$ cat config.mk
export PLATFORM = sky130hd
export DESIGN_NAME = rx_simplex_init
export DESIGN_NICKNAME = d
export VERILOG_FILES = /design/src/rtl/rx_simplex_init.sv
export SDC_FILE = /design/constraint.sdc
export NUM_CORES = 1
export LEC_CHECK = 0
export CAP_MARGIN = 20
export CORE_MARGIN = 2
export CORE_UTILIZATION = 37
export DETAILED_ROUTE_END_ITERATION = 10
export PLACE_DENSITY_LB_ADDON = 0.2
export SYNTH_ARGS = -nofsm -noshare
export SYNTH_HDL_FRONTEND = slang
export SYNTH_SLANG_ARGS = --single-unit
export TNS_END_PERCENT = 1
$ cat constraint.sdc
create_clock -name clk -period 3.1 [get_ports clk]
set_input_delay 0.465 -clock clk [delete_from_list [all_inputs] [get_ports clk]]
set_output_delay 0.465 -clock clk [all_outputs]
set_load 0.005 [all_outputs]
$ cat src/rtl/rx_simplex_init.sv
// rx_simplex_init: receive-side simplex lane initialisation sequencer.
// Tracks alignment, bonding and verification from decoded ordered-set
// indications, and requests a TX re-init on error build-up or stalled init.
//
// Ports:
//   clk, rst_n        clock, asynchronous active-low reset
//   single_lane       1 = single-lane channel, bonding is skipped
//   rx_valid          decoder presents a block this cycle
//   rx_err            block has a decode/sync-header error
//   rx_sp, rx_i, rx_ver  SP / idle / VER ordered-set indications
//   simplex_aligned   sticky alignment status
//   simplex_bonded    sticky bonding status
//   simplex_verified  sticky verification status
//   simplex_reset     one-cycle re-init request to the TX sequencer
//   rx_ready          high while in READY
module rx_simplex_init #(
  parameter int unsigned ALIGN_CNT  = 64,
  parameter int unsigned BOND_CNT   = 16,
  parameter int unsigned VER_CNT    = 64,
  parameter int unsigned ERR_LIMIT  = 4,
  parameter int unsigned ERR_WINDOW = 256,
  parameter int unsigned WATCHDOG   = 4096
) (
  input  logic clk,
  input  logic rst_n,
  input  logic single_lane,
  input  logic rx_valid,
  input  logic rx_err,
  input  logic rx_sp,
  input  logic rx_i,
  input  logic rx_ver,
  output logic simplex_aligned,
  output logic simplex_bonded,
  output logic simplex_verified,
  output logic simplex_reset,
  output logic rx_ready
);

  localparam int unsigned AW = $clog2(ALIGN_CNT + 1);
  localparam int unsigned BW = $clog2(BOND_CNT + 1);
  localparam int unsigned VW = $clog2(VER_CNT + 1);
  localparam int unsigned EW = $clog2(ERR_LIMIT + 1);
  localparam int unsigned GW = $clog2(ERR_WINDOW + 1);
  localparam int unsigned WW = $clog2(WATCHDOG + 1);

  localparam logic [2:0] ST_RESET   = 3'd0;
  localparam logic [2:0] ST_ALIGN   = 3'd1;
  localparam logic [2:0] ST_BONDING = 3'd2;
  localparam logic [2:0] ST_VERIFY  = 3'd3;
  localparam logic [2:0] ST_READY   = 3'd4;

  logic [2:0]    state, state_d;
  logic [AW-1:0] align_cnt, align_cnt_d;
  logic [BW-1:0] bond_cnt, bond_cnt_d;
  logic [VW-1:0] ver_cnt, ver_cnt_d;
  logic [EW-1:0] err_cnt, err_cnt_d;
  logic [GW-1:0] good_run, good_run_d;
  logic [WW-1:0] wd_cnt, wd_cnt_d;
  logic          aligned_d, bonded_d, verified_d, reset_d, ready_d;

  logic good_blk, bad_blk, acc_active, wd_active, err_hit, wd_hit;
  logic sp_unused;

  // SP blocks are plain good blocks for alignment purposes; no extra meaning.
  assign sp_unused  = rx_sp;

  assign good_blk   = rx_valid & ~rx_err;
  assign bad_blk    = rx_valid & rx_err;
  assign acc_active = (state == ST_BONDING) | (state == ST_VERIFY) | (state == ST_READY);
  assign wd_active  = (state == ST_BONDING) | (state == ST_VERIFY);
  assign err_hit    = acc_active & bad_blk & (err_cnt == EW'(ERR_LIMIT - 1));
  assign wd_hit     = wd_active & (wd_cnt == WW'(WATCHDOG - 1));

  // Next-state, counter and flag computation.
  always_comb begin
    state_d     = state;
    align_cnt_d = align_cnt;
    bond_cnt_d  = bond_cnt;
    ver_cnt_d   = ver_cnt;
    err_cnt_d   = err_cnt;
    good_run_d  = good_run;
    wd_cnt_d    = wd_cnt;
    aligned_d   = simplex_aligned;
    bonded_d    = simplex_bonded;
    verified_d  = simplex_verified;
    reset_d     = 1'b0;
    ready_d     = rx_ready;

    // Error accumulator; a full window of clean blocks forgives past errors.
    if (acc_active) begin
      if (bad_blk) begin
        if (err_cnt != EW'(ERR_LIMIT)) err_cnt_d = err_cnt + EW'(1);
        good_run_d = '0;
      end else if (good_blk) begin
        if (good_run == GW'(ERR_WINDOW - 1)) begin
          good_run_d = '0;
          err_cnt_d  = '0;
        end else begin
          good_run_d = good_run + GW'(1);
        end
      end
    end

    if (wd_active && (wd_cnt != WW'(WATCHDOG))) wd_cnt_d = wd_cnt + WW'(1);

    if (err_hit || wd_hit) begin
      // Forced re-init overrides any stage completion this cycle.
      state_d     = ST_RESET;
      align_cnt_d = '0;
      bond_cnt_d  = '0;
      ver_cnt_d   = '0;
      err_cnt_d   = '0;
      good_run_d  = '0;
      wd_cnt_d    = '0;
      aligned_d   = 1'b0;
      bonded_d    = 1'b0;
      verified_d  = 1'b0;
      ready_d     = 1'b0;
      reset_d     = 1'b1;
    end else begin
      case (state)
        ST_RESET: state_d = ST_ALIGN;

        ST_ALIGN: begin
          if (bad_blk) begin
            align_cnt_d = '0;
          end else if (good_blk) begin
            if (align_cnt == AW'(ALIGN_CNT - 1)) begin
              align_cnt_d = AW'(ALIGN_CNT);
              aligned_d   = 1'b1;
              wd_cnt_d    = '0;
              if (single_lane) begin
                bonded_d = 1'b1;
                state_d  = ST_VERIFY;
              end else begin
                state_d  = ST_BONDING;
              end
            end else if (align_cnt != AW'(ALIGN_CNT)) begin
              align_cnt_d = align_cnt + AW'(1);
            end
          end
        end

        ST_BONDING: begin
          if (rx_valid) begin
            if (rx_i && !rx_err) begin
              if (bond_cnt == BW'(BOND_CNT - 1)) begin
                bond_cnt_d = BW'(BOND_CNT);
                bonded_d   = 1'b1;
                wd_cnt_d   = '0;
                state_d    = ST_VERIFY;
              end else if (bond_cnt != BW'(BOND_CNT)) begin
                bond_cnt_d = bond_cnt + BW'(1);
              end
            end else begin
              bond_cnt_d = '0;
            end
          end
        end

        ST_VERIFY: begin
          // VER advances, clean idle holds, anything else restarts the run.
          if (rx_valid) begin
            if (rx_err) begin
              ver_cnt_d = '0;
            end else if (rx_ver) begin
              if (ver_cnt == VW'(VER_CNT - 1)) begin
                ver_cnt_d  = VW'(VER_CNT);
                verified_d = 1'b1;
                ready_d    = 1'b1;
                wd_cnt_d   = '0;
                state_d    = ST_READY;
              end else if (ver_cnt != VW'(VER_CNT)) begin
                ver_cnt_d = ver_cnt + VW'(1);
              end
            end else if (!rx_i) begin
              ver_cnt_d = '0;
            end
          end
        end

        ST_READY: state_d = ST_READY;

        default: state_d = ST_RESET;
      endcase
    end
  end

  // State, counter and output registers.
  always_ff @(posedge clk or negedge rst_n) begin
    if (!rst_n) begin
      state            <= ST_RESET;
      align_cnt        <= '0;
      bond_cnt         <= '0;
      ver_cnt          <= '0;
      err_cnt          <= '0;
      good_run         <= '0;
      wd_cnt           <= '0;
      simplex_aligned  <= 1'b0;
      simplex_bonded   <= 1'b0;
      simplex_verified <= 1'b0;
      simplex_reset    <= 1'b0;
      rx_ready         <= 1'b0;
    end else begin
      state            <= state_d;
      align_cnt        <= align_cnt_d;
      bond_cnt         <= bond_cnt_d;
      ver_cnt          <= ver_cnt_d;
      err_cnt          <= err_cnt_d;
      good_run         <= good_run_d;
      wd_cnt           <= wd_cnt_d;
      simplex_aligned  <= aligned_d;
      simplex_bonded   <= bonded_d;
      simplex_verified <= verified_d;
      simplex_reset    <= reset_d;
      rx_ready         <= ready_d;
    end
  end

endmodule

# Word-level counts from Yosys, hierarchy flattened
# Index checks and enable logic that the tools add are counted.
[word_totals] ff_bits=51 memories=0 ram_bits=0 mem_bits_ro=0 inputBits=8 latch_bits=0 elab_cells=162
[op_classes] eq_ne=32 n_addsub=6 reduce_logical=27 shifts=0 div_mod_pow=0 order_cmp=0 n_mux=78 n_mul=0 n_bitwise=8
[op_table] cell="$mux W13" count=12
[op_table] cell="$mux W7" count=14
[op_table] cell="$mux W3" count=17
[op_table] cell="$mux W9" count=5
[op_table] cell="$pmux W13 S3" count=1
[op_table] cell="$mux W5" count=6
[op_table] cell="$mux W1" count=21
[op_table] cell="$reduce_bool A2 Y1" count=9
[op_table] cell="$ne A3 B3 Y1 const B" count=5
[op_table] cell="$pmux W3 S5" count=1
[op_table] cell="$add A7 B1 Y7 const B" count=2
[op_table] cell="$eq A7 B6 Y1 const B" count=2
[op_table] cell="$ne A7 B7 Y1 const B" count=2
[op_table] cell="$add A13 B1 Y13 const B" count=1
[op_table] cell="$eq A13 B12 Y1 const B" count=1
[op_table] cell="$ne A13 B13 Y1 const B" count=1
[op_table] cell="$ne A3 B1 Y1 const B" count=4
[op_table] cell="$ne A3 B2 Y1 const B" count=4
[op_table] cell="$reduce_and A4 Y1" count=3
[op_table] cell="$reduce_and A10 Y1" count=1
[op_table] cell="$add A9 B1 Y9 const B" count=1
[op_table] cell="$eq A3 B2 Y1 const B" count=3
[op_table] cell="$eq A9 B8 Y1 const B" count=1
[op_table] cell="$reduce_bool A3 Y1" count=3
[op_table] cell="22 further kinds" count=31

# Logic depth before layout (Yosys ltp)
# Gate-level depths: netlist of the first run.
[depth] ltp_word=10 depth_mapped=8

# Least setup slack after synthesis of the first run
# Ideal clock, no wire load.
[synth_path] kind="register to register" startpoint="register bond_cnt[0]" endpoint="register bond_cnt[1]" t_arrival_ps=2061 stages_incl_launch_ff=8 slack_ps=918 n_path_buf=0 setup_time_ps=121 path_cell_list="dfrtp_1 ha_1 and3_1 ha_1 or3b_2 o2111ai_2 mux2i_1 nor2_1"
[synth_via] elab_chain_len=7
[synth_rtl] item="start: declaration" line_no="54" source="logic [BW-1:0] bond_cnt, bond_cnt_d;"
[synth_rtl] item="start signal: assignment" line_no="207" source="bond_cnt <= bond_cnt_d;"
[synth_rtl] item="$add A5 B1 Y5" line_no="153" source="bond_cnt_d = bond_cnt + BW'(1);"
[synth_rtl] item="$mux W5" line_no="152" source="end else if (bond_cnt != BW'(BOND_CNT)) begin"
[synth_rtl] item="$mux W5" line_no="147" source="if (bond_cnt == BW'(BOND_CNT - 1)) begin"
[synth_rtl] item="$mux W5" line_no="146" source="if (rx_i && !rx_err) begin"
[synth_rtl] item="$mux W5" line_no="145" source="if (rx_valid) begin"
[synth_rtl] item="$mux W5" line_no="121" source="case (state)"
[synth_rtl] item="$mux W5" line_no="106" source="if (err_hit || wd_hit) begin"
# Parallel ways exist; a longest one is shown, timed or not. The select of a mux whose other input is x is not followed.
# A chain may end at the register's enable or synchronous reset.

# Final worst setup path of the first run
# Same ends and word-level chain as after synthesis.

==> results of run 1 <==
[state kept, by name (all words and copies together) (netlist names)]
name / flops
ver_cnt: 7
simplex_reset: 1
wd_cnt: 13
bond_cnt: 5
good_run: 9
rx_ready: 1
align_cnt: 7
simplex_bonded: 1
simplex_aligned: 1
state: 3
err_cnt: 3
[worst max-delay path, delay by kind of cell, from the launching register on]
| family | cells | cell delay, ps |
|---|---|---|
| AO/OA/AOI/OAI | 1 | 410 |
| AND/OR/NAND/NOR | 3 | 770 |
| multiplexers | 1 | 230 |
| flip-flops | 1 | 430 |
| adder cells (fa/ha/maj) | 2 | 460 |
[stage by stage]
| step | setup slack, ps | hold slack, ps | power, mW |
|---|---|---|---|
| after floorplan | 918 | 169 | 0.739 |
| final | 681 | 92.0 | 1.11 |
| after CTS | 683 | 103 | 1.13 |
| after global routing | 501 | 113 | 1.18 |
| after global placement | 502 | 439 | 0.770 |
| after detailed placement | 478 | 439 | 0.771 |
[logic make-up after synthesis]
group           count (synthesis)
simple gates                  152
compound gates                 82
flops                          51
buf+inv                        35
fa+ha+maj                      13
xor+xnor                       11
mux                             5
[power breakdown]
| group | switching [mW] | total (mW) | internal, mW |
|---|---|---|---|
| Combinational | 0.0455 | 0.0700 | 0.0245 |
| Sequential | 0.0145 | 0.688 | 0.674 |
| Clock | 0.205 | 0.356 | 0.151 |
| Total | 0.265 | 1.11 | 0.849 |
[per-layer routing]
| layer | track usage | vias to the layer above | share of wire |
|---|---|---|---|
| met2 | 0.260 | 41 | 0.45 |
| met4 | 0.0352 | 0 | 0.0077 |
| met3 | 0.0290 | 4 | 0.035 |
| met5 | 0 | - | 0 |
| met1 | 0.225 | 1297 | 0.51 |
| li1 | - | 1308 | - |
[final cells by class]
class	count	share of cell area
Timing Repair Buffer	16	0.0419
Multi-Input combinational cell	263	0.505
Clock buffer	6	0.0213
Tap cell	105	0.0386
Inverter	17	0.0187
Sequential cell	51	0.375
[worst max path at each step]
stage	from	to	slack (ps)	cells after the start
6_report	bond_cnt[0]	bond_cnt[1]	680	7
5_1_grt	state[1]	bond_cnt[3]	500	4
4_1_cts	bond_cnt[0]	bond_cnt[1]	680	7
3_5_place_dp	rx_err	bond_cnt[1]	480	5
3_3_place_gp	rx_err	bond_cnt[4]	500	5
2_1_floorplan	bond_cnt[0]	bond_cnt[1]	920	7
[cell usage in the layout (no fill, tap or decap), types with 5 or more instances in the layout]
cell | Yosys | routed
ha_1 | 13 | 13
o21ai_0 | 20 | 20
clkdlybuf4s50_1 | 0 | 10
nor3_1 | 14 | 14
o211ai_1 | 5 | 5
a211oi_1 | 6 | 6
nor2_1 | 18 | 18
xor2_1 | 8 | 8
and3_1 | 5 | 5
nand4_1 | 13 | 13
nand3_1 | 25 | 25
or4_1 | 6 | 6
a21oi_1 | 25 | 25
dfrtp_1 | 51 | 51
buf_4 | 4 | 5
inv_1 | 17 | 17
clkbuf_8 | 0 | 5
o31ai_1 | 5 | 5
and2_1 | 5 | 5
mux2i_1 | 5 | 5
nand2_1 | 22 | 22
nand2b_1 | 6 | 6
a31oi_1 | 9 | 9
==> impl_metrics.py, run 1 <==
metrics = {
    "setup_path": {
        "max_stage_delay_ps": 520,
        "criticalPathCategory": "reg2reg",
        "reg2reg_slack_ps": 680,
        "cp_data_arrival_time_ps": 2590,
        "end_kind": "flop",
        "slowest_stage": "or3b_2",
        "rr_worst_depth": 7,
        "crit-reg2reg-launch": "bond_cnt[0]",
        "r2r_end": "bond_cnt[1]",
        "worstPathRequired_ps": 3270,
        "cp-start-kind": "flop",
        "crit_chain": "ha_1 > and3_1 > ha_1 > or3b_2 > o2111ai_2 > mux2i_1 > nor2_1",
        "cp_common_cell": "ha_1",
        "cp_max_fo": 8,
    },
    "logic_synthesis": {
        "synth_largest_area_cell": "dfrtp_1",
        "syn-num-nets": 370,
        "yosysMostFrequentCell": "dfrtp_1",
        "synth_top_family_by_area": "simple AND/OR/NAND/NOR gates",
        "synth-adder-area-share": 0.0516,
        "synth_common_cells": "dfrtp_1 (51), a21oi_1 (25), nand3_1 (25)",
        "ys_async_sr_fraction": 1.00,
        "synth_seq_area_share": 0.405,
        "syn_inst": 349,
        "synth.mux.area_fraction": 0.0159,
        "synth_area_leaders": "dfrtp_1 (40%), ha_1 (5.2%), a21oi_1 (4.0%), nand3_1 (4.0%), o21ai_0 (3.2%)",
        "ys_types": 51,
        "synth_area_per_cell_sq_um": 9.03,
        "ys_warn_count": 0,
        "syn-cell-area_sq_um": 3150,
        "ys_seq_elements": 51,
        "synth_top_cell_area_share": 0.405,
        "synth-compound-area-share": 0.166,
        "synth_edf_count": 0,
        "synthXorXnorAreaFrac": 0.0306,
        "synth-simple-area-share": 0.281,
        "yosys_most_used_dff": "dfrtp_1",
    },
    "cts": {
        "cts.sinks": 51,
        "cts_inserted_buffers": 5,
        "path_clk_slew_ps": 90,
        "tritoncts": "done",
        "post_cts_buffers": 0,
        "cts_resized": 0,
        "cts-root-buf": "clkbuf_8",
        "clock_path_buffers": 2,
        "htreeDepth": 2,
        "cts_hold_buf": 0,
        "clock_latency_ps": 300,
    },
    "power_and_ir_drop": {
        "pwr_density_cell_nw_per_um2": 327,
        "leakage_nw": 1.40,
        "peakVddDrop_mv": 0.142,
    },
    "finish": {
        "stdcell_count": 458,
        "drive_gt1_frac": 0.0538,
        "ff_latch_area_sq_um": 1280,
        "design_area_sq_um": 3400,
        "layout.nets": 375,
        "fill_cells": 805,
        "synthToLayoutAreaGrowth_pct": 8.02,
        "fin_util": 0.414,
        "multi_input_area_sq_um": 1720,
        "diodes": 0,
    },
    "outcome": {
        "outcome": "finished clean",
    },
    "global_routing": {
        "grt_max_degree": 34,
        "grt_pass1_vias": 2526,
        "grt_pass1_wl_mm": 11.9,
        "grt-ovfl-total": 0,
        "track_usage": 0.161,
        "grt_antenna_before_repair": 0,
    },
    "timing": {
        "worstMarginPinSlew_ps": 845,
        "fmaxAchievable_ghz": 0.413,
        "tns_ps": 0,
        "slew_viol_final": 0,
        "hold_viol_final": 0,
        "fin_skew_ps": 8.86,
        "rsz0062_at_grt": "no",
        "maxSlewHeadroom": 0.432,
        "period_needed_ps": 2420,
        "finalSetupViolations": 0,
        "finalCritPeriodShare": 0.780,
    },
    "placement": {
        "place_congestion": 0.791,
        "place_area_sq_um": 3330,
        "dp_hpwl_mm": 4.78,
        "io_buffers": 11,
        "dp_cells": 452,
    },
    "drt": {
        "postRouteAntennaNets": 0,
        "postRouteWirelength_mm": 6.91,
        "route.detailed.drc": 0,
        "avgViaCountPerCell": 5.79,
        "num_vias": 2650,
        "firstDrtPassIters": 5,
        "drtIter0Drc": 92,
        "route.detailed.wl_per_inst_microns": 15.1,
    },
    "floorplanning": {
        "dieWidth_microns": 96.3,
        "die_h_microns": 96.3,
        "start_util": 0.384,
        "dieArea_sq_um": 9270,
        "fp-row-count": 33,
        "pin_count": 13,
        "design.core.area_sq_um": 8220,
    },
    "flow_run": {
        "cap_violations": 0,
    },
    "worst_hold_path": {
        "hold_class": "in2async",
    },
}
No activity file was read; power rests on OpenSTA's default activity.
==> inputs of run 2 (changes only) <==
==> constraint.sdc (replaced) <==
create_clock -name clk -period 2.2 [get_ports clk]
set_input_delay 0.33 -clock clk [delete_from_list [all_inputs] [get_ports clk]]
set_output_delay 0.33 -clock clk [all_outputs]
set_load 0.005 [all_outputs]
==> run 2 against run 1 <==
Effect of this change: final cell count is 5.2% higher; combinational power up 64%; critical endpoint is now bond_cnt[3]; core utilization up 2.5 points; worst hold slack improved by 420 ps; total power increased by 47%; via count increased by 1.8%; clock-buffer cell count is the same; die area unchanged; sequential cell count unchanged; non-clock buffer count grew 22; critical path type unchanged.
==> impl_metrics.py, run 2 (synthesis gave the netlist of run 1 again) <==
metrics = {
    "outcome": {
        "outcome": "finished clean",
    },
    "placement": {
        "dp_cells": 473,
        "io_buffers": 11,
        "dp_hpwl_mm": 5.06,
        "place_congestion": 0.804,
    },
    "finish": {
        "largest_reg_flops": 13,
        "diodes": 0,
        "final_common_cell": "dfrtp_1",
        "largest_register": "wd_cnt",
        "stdcell_count": 482,
        "layout.nets": 397,
        "most-common-layout-cells": "dfrtp_1 (51), nand3_1 (25), a21oi_1 (25), buf_4 (25), nand2_1 (22)",
        "synthToLayoutAreaGrowth_pct": 14.5,
        "largestRegisters": "wd_cnt: 13 flops, good_run: 9 flops",
        "drive_gt1_frac": 0.117,
        "ff_latch_area_sq_um": 1280,
        "multi_input_area_sq_um": 1730,
        "fill_cells": 806,
    },
    "timing": {
        "period_needed_ps": 2120,
        "worstMarginPinSlew_ps": 650,
        "slew_viol_final": 0,
        "rsz0062_at_grt": "no",
        "finalSetupViolations": 0,
        "fmaxAchievable_ghz": 0.472,
        "fin_skew_ps": 11.7,
        "hold_viol_final": 0,
        "whs_ps": 509,
        "finalCritPeriodShare": 0.963,
        "maxSlewHeadroom": 0.566,
    },
    "setup_path": {
        "cp-startpoint": "bond_cnt[0]",
        "slowest_stage": "or4_1",
        "critPathBufInv": 0,
        "worstPathRequired_ps": 2440,
        "cp_data_arrival_time_ps": 2360,
        "rr_worst_depth": 6,
        "end_kind": "flop",
        "cp-start-kind": "flop",
        "crit_chain": "ha_1 > and3_1 > ha_1 > or3b_4 > or4_1 > a21oi_1",
        "crit-reg2reg-launch": "bond_cnt[0]",
        "path_delay_family": "simple AND/OR/NAND/NOR gates",
        "crit_end": "bond_cnt[3]",
        "worstSetupPathDepth": 6,
        "max_stage_delay_ps": 510,
        "cp_common_cell": "ha_1",
        "cp_max_fo": 5,
        "criticalPathCategory": "reg2reg",
        "reg2reg_slack_ps": 80,
        "r2r_end": "bond_cnt[3]",
    },
    "drt": {
        "postRouteAntennaNets": 0,
        "drtIter0Drc": 118,
        "firstDrtPassIters": 4,
        "route.detailed.wl_per_inst_microns": 14.8,
        "avgViaCountPerCell": 5.60,
        "postRouteWirelength_mm": 7.14,
        "num_vias": 2697,
        "route.detailed.drc": 0,
    },
    "power_and_ir_drop": {
        "leakage_nw": 1.52,
        "p_sw_mw": 0.418,
        "pwr-share-clk": 0.338,
        "p_sw_frac": 0.255,
        "pwr_density_cell_nw_per_um2": 453,
        "intPower_mw": 1.22,
        "p_seq_frac": 0.592,
        "peakVddDrop_mv": 0.178,
        "comb_power_share": 0.070,
        "finalPower_mw": 1.64,
    },
    "floorplanning": {
        "dieWidth_microns": 96.3,
        "dieArea_sq_um": 9270,
        "design.core.area_sq_um": 8220,
        "start_util": 0.384,
        "pin_count": 13,
        "fp-row-count": 33,
        "die_h_microns": 96.3,
    },
    "worst_hold_path": {
        "hold_class": "in2async",
    },
    "cts": {
        "htreeDepth": 2,
        "cts_inserted_buffers": 5,
        "tritoncts": "done",
        "clock_latency_ps": 310,
        "path_clk_slew_ps": 100,
        "cts-root-buf": "clkbuf_8",
        "cts.sinks": 51,
        "clock_path_buffers": 2,
    },
    "global_routing": {
        "grt_antenna_before_repair": 0,
        "track_usage": 0.172,
        "grt-ovfl-total": 0,
        "grt_max_degree": 33,
        "grt_pass1_wl_mm": 12.6,
        "grt_pass1_vias": 2687,
    },
    "flow_run": {
        "cap_violations": 0,
    },
}
==> run 2: cell count changes in the layout (fill, tap and decap cells not counted), sizes merged <==
cell,before,now
clkinvlp,0,1
clkinv,0,1
buf,6,27
dlygate4sd3,0,1
==> run 2: per-stage QoR <==
stage               instance area [sq um]  utilization  setup WS [ps]  setup TNS [ps]
floorplan                            3150            -           17.7               0
global placement                     3500        0.426           15.0               0
detailed placement                   3500        0.426          -17.9           -35.0
CTS                                  3600        0.438           9.46               0
global route                         3610        0.439           2.64               0
finish                               3610        0.439           82.1               0
==> run 2: how the worst min path moves through the flow <==
stage | start | endpoint | slack (ps)
detailed placement | rst_n | bond_cnt[2] | 350
CTS | simplex_aligned | simplex_aligned | 510
global route | simplex_aligned | simplex_aligned | 540
finish | rst_n | bond_cnt[3] | 510
floorplan | rst_n | align_cnt[0] | 30
global placement | rst_n | bond_cnt[3] | 340
==> run 2: timing repair <==
item / 4_1_cts / 5_1_grt
setup endpoints to repair: 3 / 13
resized for setup: 1 / 3
hold endpoints to repair: 9 / 0
setup buffers: 0 / 0
hold buffers: 1 / 0
==> run 2: final cells by class <==
cell class,instances,area share
clock buffer,6,0.0201
clock inverter,2,0.00347
inverter,17,0.0177
multi-input combinational,263,0.479
sequential,51,0.354
tap,105,0.0364
timing repair buffer,38,0.0894
==> run 2: worst reg2reg max path: cells and delay by family, from the launching register on <==
| family | cells | cell delay [ps] |
|---|---|---|
| flops | 1 | 400 |
| fa+ha+maj | 2 | 400 |
| compound gates | 1 | 150 |
| simple gates | 3 | 1110 |
==> run 2: metal layers <==
| metal | share of wire | track usage | up-vias | routed length, microns |
|---|---|---|---|---|
| met5 | 0 | 0 | - | 0 |
| met4 | 0.0098 | 0.0505 | 0 | 70 |
| met3 | 0.024 | 0.0337 | 6 | 174 |
| met2 | 0.45 | 0.273 | 26 | 3230 |
| met1 | 0.51 | 0.238 | 1313 | 3670 |
| li1 | - | - | 1352 | - |
==> run 2: power groups by stage <==
stage,logic [mW],registers [mW],clock network (mW)
global route,0.130,0.973,0.620
floorplan,0.0682,0.973,0
CTS,0.116,0.968,0.582
global placement,0.111,0.987,0
finish,0.115,0.968,0.554
detailed placement,0.112,0.988,0
